File: config.mk
export PLATFORM = sky130hd
export DESIGN_NAME = fp_mac_pipe_stage
export DESIGN_NICKNAME = d
export VERILOG_FILES = /design/src/rtl/fp_mac_pkg.sv /design/src/rtl/fp_mac_skid_ctrl.sv /design/src/rtl/fp_mac_pipe_stage.sv
export SDC_FILE = /design/constraint.sdc
export NUM_CORES = 1
export LEC_CHECK = 0
export CAP_MARGIN = 15
export CORE_ASPECT_RATIO = 2
export CORE_MARGIN = 2
export CORE_UTILIZATION = 56
export CTS_BUF_LIST = sky130_fd_sc_hd__clkbuf_4 sky130_fd_sc_hd__clkbuf_8
export DETAILED_ROUTE_END_ITERATION = 7
export GPL_ROUTABILITY_DRIVEN = 0
export PLACE_DENSITY = 0.88
export SYNTH_ARGS = -nofsm -noshare
export SYNTH_HDL_FRONTEND = slang
export SYNTH_SLANG_ARGS = --single-unit
File: constraint.sdc
create_clock -name clock -period 3.83 [get_ports clock]
set_input_delay 0.766 -clock clock [delete_from_list [all_inputs] [get_ports clock]]
set_output_delay 0.766 -clock clock [all_outputs]
set_load 0.05 [all_outputs]
File: src/rtl/fp_mac_pkg.sv
// Shared constants and state encoding for the FP MAC pipeline stage.
package fp_mac_pkg;

    localparam int unsigned EXP_W_DEF  = 8;
    localparam int unsigned PROD_W_DEF = 22;

    typedef enum logic [1:0] {
        ST_EMPTY = 2'b00,
        ST_BUSY  = 2'b01,
        ST_FULL  = 2'b10
    } skid_state_e;

endpackage

File: src/rtl/fp_mac_skid_ctrl.sv
// Control FSM for the two-entry skid buffer. It sequences loads into the main and skid registers.
module fp_mac_skid_ctrl
    import fp_mac_pkg::*;
(
    input  logic clock,
    input  logic resetn,
    input  logic flush,
    input  logic in_valid,
    input  logic out_ready,
    output logic in_ready,
    output logic out_valid,
    output logic load_main,
    output logic load_skid,
    output logic skid_to_main
);

    skid_state_e state_q;
    skid_state_e state_d;
    logic        in_fire;
    logic        out_fire;

    always_ff @(posedge clock or negedge resetn) begin
        if (!resetn) begin
            state_q <= ST_EMPTY;
        end else begin
            state_q <= state_d;
        end
    end

    // Handshake readiness depends on the state register only, so there is no ready/valid loop.
    always_comb begin
        in_fire  = in_valid  & (state_q != ST_FULL);
        out_fire = out_ready & (state_q != ST_EMPTY);
    end

    always_comb begin
        state_d = state_q;
        if (flush) begin
            state_d = ST_EMPTY;
        end else begin
            unique case (state_q)
                ST_EMPTY: if (in_fire) state_d = ST_BUSY;
                ST_BUSY: begin
                    if (in_fire && !out_fire) begin
                        state_d = ST_FULL;
                    end else if (!in_fire && out_fire) begin
                        state_d = ST_EMPTY;
                    end
                end
                ST_FULL:  if (out_fire) state_d = ST_BUSY;
                default:  state_d = ST_EMPTY;
            endcase
        end
    end

    always_comb begin
        in_ready     = 1'b0;
        out_valid    = 1'b0;
        load_main    = 1'b0;
        load_skid    = 1'b0;
        skid_to_main = 1'b0;
        unique case (state_q)
            ST_EMPTY: begin
                in_ready  = 1'b1;
                load_main = in_fire & ~flush;
            end
            ST_BUSY: begin
                in_ready  = 1'b1;
                out_valid = 1'b1;
                load_main = in_fire & out_fire & ~flush;
                load_skid = in_fire & ~out_fire & ~flush;
            end
            ST_FULL: begin
                out_valid    = 1'b1;
                skid_to_main = out_fire & ~flush;
            end
            default: begin
                in_ready = 1'b1;
            end
        endcase
    end

endmodule

File: src/rtl/fp_mac_pipe_stage.sv
// Registered pipeline stage between the FP MAC multiply and normalise steps.
// Payloads pass through a two-entry skid buffer with a captured product-is-zero flag.
module fp_mac_pipe_stage
    import fp_mac_pkg::*;
#(
    parameter int unsigned EXP_W  = EXP_W_DEF,
    parameter int unsigned PROD_W = PROD_W_DEF
) (
    input  logic              clock,
    input  logic              resetn,
    input  logic              flush,
    input  logic              in_valid,
    output logic              in_ready,
    input  logic              in_out_sign,
    input  logic [EXP_W-1:0]  in_ex_add_out,
    input  logic [PROD_W-1:0] in_sig_mul_out,
    output logic              out_valid,
    input  logic              out_ready,
    output logic              out_out_sign,
    output logic [EXP_W-1:0]  out_ex_add_out,
    output logic [PROD_W-1:0] out_sig_mul_out,
    output logic              out_zero
);

    logic load_main;
    logic load_skid;
    logic skid_to_main;
    logic in_zero;

    logic              main_sign_q, main_sign_d;
    logic [EXP_W-1:0]  main_ex_q,   main_ex_d;
    logic [PROD_W-1:0] main_sig_q,  main_sig_d;
    logic              main_zero_q, main_zero_d;

    logic              skid_sign_q, skid_sign_d;
    logic [EXP_W-1:0]  skid_ex_q,   skid_ex_d;
    logic [PROD_W-1:0] skid_sig_q,  skid_sig_d;
    logic              skid_zero_q, skid_zero_d;

    fp_mac_skid_ctrl u_ctrl (
        .clock        (clock),
        .resetn       (resetn),
        .flush        (flush),
        .in_valid     (in_valid),
        .out_ready    (out_ready),
        .in_ready     (in_ready),
        .out_valid    (out_valid),
        .load_main    (load_main),
        .load_skid    (load_skid),
        .skid_to_main (skid_to_main)
    );

    // The zero flag is decided at capture so it travels with its payload through either slot.
    always_comb begin
        in_zero = (in_sig_mul_out == '0);
    end

    always_comb begin
        main_sign_d = main_sign_q;
        main_ex_d   = main_ex_q;
        main_sig_d  = main_sig_q;
        main_zero_d = main_zero_q;
        if (load_main) begin
            main_sign_d = in_out_sign;
            main_ex_d   = in_ex_add_out;
            main_sig_d  = in_sig_mul_out;
            main_zero_d = in_zero;
        end else if (skid_to_main) begin
            main_sign_d = skid_sign_q;
            main_ex_d   = skid_ex_q;
            main_sig_d  = skid_sig_q;
            main_zero_d = skid_zero_q;
        end
    end

    always_comb begin
        skid_sign_d = skid_sign_q;
        skid_ex_d   = skid_ex_q;
        skid_sig_d  = skid_sig_q;
        skid_zero_d = skid_zero_q;
        if (load_skid) begin
            skid_sign_d = in_out_sign;
            skid_ex_d   = in_ex_add_out;
            skid_sig_d  = in_sig_mul_out;
            skid_zero_d = in_zero;
        end
    end

    always_ff @(posedge clock or negedge resetn) begin
        if (!resetn) begin
            main_sign_q <= 1'b0;
            main_ex_q   <= '0;
            main_sig_q  <= '0;
            main_zero_q <= 1'b0;
            skid_sign_q <= 1'b0;
            skid_ex_q   <= '0;
            skid_sig_q  <= '0;
            skid_zero_q <= 1'b0;
        end else begin
            main_sign_q <= main_sign_d;
            main_ex_q   <= main_ex_d;
            main_sig_q  <= main_sig_d;
            main_zero_q <= main_zero_d;
            skid_sign_q <= skid_sign_d;
            skid_ex_q   <= skid_ex_d;
            skid_sig_q  <= skid_sig_d;
            skid_zero_q <= skid_zero_d;
        end
    end

    assign out_out_sign    = main_sign_q;
    assign out_ex_add_out  = main_ex_q;
    assign out_sig_mul_out = main_sig_q;
    assign out_zero        = main_zero_q;

endmodule

==> run_results.csv <==
group,metric,value,unit
synth,syn_nets,282,
detailed_routing,ant_nets,0,
timing,fmax,0.3702,GHz
detailed_routing,top_layer,"met4",
floorplanning,die_h,107.7,um
global_route,grt_max_degree,44,
global_route,antenna_found_initial,0,
power,vdd_drop_max,0.6900,mV
synth,synth_warnings,0,
status,status,"finished clean",
clock_network,post_cts_resized,0,
clock_network,ctsHoldBuffers,0,
floorplanning,core,0.005185,sq mm
timing,relSlewSlack,57.72,%
global_route,grt_overflow_total,0,
timing,tightest_slew,0.6333,ns
detailed_routing,via_per_inst,5.509,
timing,setup_tns,0,ns
floorplanning,io_pins,70,
worst_setup_path,end_kind,"primary output",
placement,dp_slack,1.084,ns
floorplanning,dieArea,0.006014,sq mm
clock_network,cts_made_buffers,9,
worst_setup_path,start_kind,"register",
clock_network,clk_latency,0.34,ns
detailed_routing,wl_met1,2.478,mm
final_layout,fillerInstances,350,
detailed_routing,drc,0,
final_layout,nNetsFinal,353,
detailed_routing,drtPass1Iterations,4,
timing,min_period,2.701,ns
synth,synth_top_family_by_area,"multiplexers",
synth,ys_seq_area_share,54.86,%
worst_setup_path,critPathRequiredTime,3.06,ns
timing,rsz0062_at_grt,"no",
synth,synth_xor_area_share,0,%
timing,setup_viol,0,
worst_setup_path,reg2reg_slack,1.58,ns
clock_network,clkTransAtPathRegs,0.07,ns
detailed_routing,dr_wl_met2,3.216,mm
clock_network,cts.sinks,66,
timing,period_share,70.52,%
synth,synth_compound_area_share,6.193,%
run,cap_violations,0,
floorplanning,start_util,58.06,%
synth,yosys_register_bits,66,
timing,whs,0.3491,ns
synth,synthAdderAreaFrac,2.494,%
clock_network,post-cts-setup-buffer-count,0,
placement,hpwl,4.344,mm
timing,hold_viol_final,0,
detailed_routing,vias,2055,
synth,syn_inst,240,
detailed_routing,drtIter0Drc,41,
detailed_routing,route.met3.wl,247,um
detailed_routing,drt_wl_total,6.162,mm
worst_setup_path,cp_max_fo,6,
worst_hold_path,hp-class,"input pin to async pin",
final_layout,drive_above_1_share,18.10,%
timing,slew_violations,0,
global_route,grt_use_total,22.32,%
global_route,grt_first_pass_wirelength,10.22,mm
synth,synth_simple_gate_area_share,8.645,%
clock_network,clk_path_buf_depth,2,
clock_network,cts_htree_levels,3,
final_layout,n_antenna_cell,0,
power,cellPowerDensity,814.1,mW/mm^2
worst_setup_path,crit_type,"register to primary output",
final_layout,areaGrowthSynthToFinish,28.97,%
floorplanning,row_count,37,
timing,finalWorstSetupSlack,1.129,ns
timing,skew,0.005659,ns
clock_network,cts_tree,"done",
final_layout,fin_util,74.88,%
synth,synth_cell_types,28,
floorplanning,die_w,55.85,um
placement,portBuffers,69,
synth,avgSynthCellArea,12.54,sq um
power,power_leakage,1.575,nW
clock_network,root_buffer,"clkbuf_8",
global_route,grt_pass1_vias,2181,
synth,muxShareOfSynthArea,23.44,%
detailed_routing,avgRoutedWirePerCell,16.52,um
synth,syn-cell-area,0.003010,sq mm
worst_setup_path,cp.arrival,1.93,ns
==> area by class of cell <==
cell class / instances / area (sq um) / share of cell area (%)
sequential: 66 / 1652 / 42.54
inverter: 5 / 18.77 / 0.4834
clock buffer: 10 / 131.4 / 3.384
tap: 58 / 72.57 / 1.869
timing repair buffer: 73 / 740.7 / 19.08
multi-input combinational: 156 / 1235 / 31.81
clock inverter: 5 / 32.53 / 0.8379
==> critical path, stage by stage (launching register included) <==
cell and delay (ns):
dfrtp_1 0.38, inv_1 0.10, ha_1 0.26, inv_1 0.07, clkdlybuf4s50_1 0.79
==> through the flow <==
stage | area, sq um | power (mW) | instances
2_1_floorplan | 3010 | 2.177 | 240
3_3_place_gp | 3719 | 2.635 | 358
3_5_place_dp | 3719 | 2.685 | 358
4_1_cts | 3882 | 3.183 | 373
5_1_grt | 3882 | 3.325 | 373
6_report | 3882 | 3.161 | 373
==> final timing paths <==
kind                                   startpoint  cells past startpoint                 end
worst max register to register  u_ctrl.state_q[0]                      9  out_sig_mul_out[4]
max in group asynchronous                  resetn                      2       skid_sig_q[3]
worst min-delay path                       resetn                      1      skid_sig_q[12]
worst min register to register        skid_zero_q                      1         skid_zero_q
min in group clock                    skid_zero_q                      1         skid_zero_q
worst max-delay path            u_ctrl.state_q[0]                      4            in_ready
==> cell families (layout without fill, tap and decap cells) <==
logic type      Yosys count  count (layout)
compound gates           35              35
fa+ha+maj                 6               6
buf+inv                  18              93
flops                    66              66
mux                      66              66
simple gates             49              49
==> per-layer routing <==
metal / vias up / GRT usage [%]
li1: 988 / -
met1: 1000 / 25.89
met2: 49 / 36.65
met3: 18 / 5.288
met4: 0 / 14.29
met5: - / 0
==> synthesized netlist by cell type <==
cell	number	area, sq um
dfrtp_1	66	1652
mux2i_1	33	330.3
nand2_1	32	120.1
o21ai_0	32	160.2
mux2_2	31	349.1
ha_1	6	75.07
inv_1	5	18.77
buf_2	4	20.02
nor2_1	4	15.01
nor4_1	4	25.02
buf_6	3	33.78
clkbuf_8	3	41.29
clkbuf_2	2	10.01
a21o_1	1	7.510
a21oi_2	1	8.760
a222oi_1	1	10.01
and4bb_2	1	12.51
buf_4	1	7.510
mux2_1	1	11.26
mux2_4	1	15.01
nand2b_1	1	6.260
nand2b_4	1	13.76
nand4_1	1	6.260
nand4b_4	1	23.77
nand4bb_1	1	11.26
nor2b_1	1	6.260
nor4_2	1	12.51
or4_1	1	7.510
==> where the power goes <==
part	internal, mW	switching [mW]
logic	0.578	0.888
registers	1.02	0.185
clock network	0.236	0.255
==> registers in the layout, summed over array words and instances, names as in the netlist <==
name	count
out_sig_mul_out	22
skid_ex_q	8
skid_sign_q	1
out_ex_add_out	8
out_zero	1
u_ctrl.state_q	2
skid_zero_q	1
skid_sig_q	22
out_out_sign	1
==> cells in the final DEF (no fill, tap or decap) <==
cell type        Yosys  routed
and4bb_2             1       1
nor4_1               4       4
clkinvlp_4           0       3
o21ai_0             32      32
nand4_1              1       1
or4_1                1       1
mux2_2              31      31
mux2i_1             33      33
mux2_1               1       1
nor2b_1              1       1
inv_1                5       5
buf_12               0       2
nand2_1             32      32
ha_1                 6       6
nor4_2               1       1
a222oi_1             1       1
clkbuf_8             3       9
clkinv_2             0       2
dfrtp_1             66      66
clkbuf_4             0       1
mux2_4               1       1
nand4bb_1            1       1
nand2b_4             1       1
nor2_1               4       4
a21oi_4              0       1
clkdlybuf4s50_1      0      68
a21o_1               1       1
nand2b_1             1       1
buf_4                1       2
nand4b_4             1       1
buf_2                4       1
No activity file was read; power rests on OpenSTA's default activity.
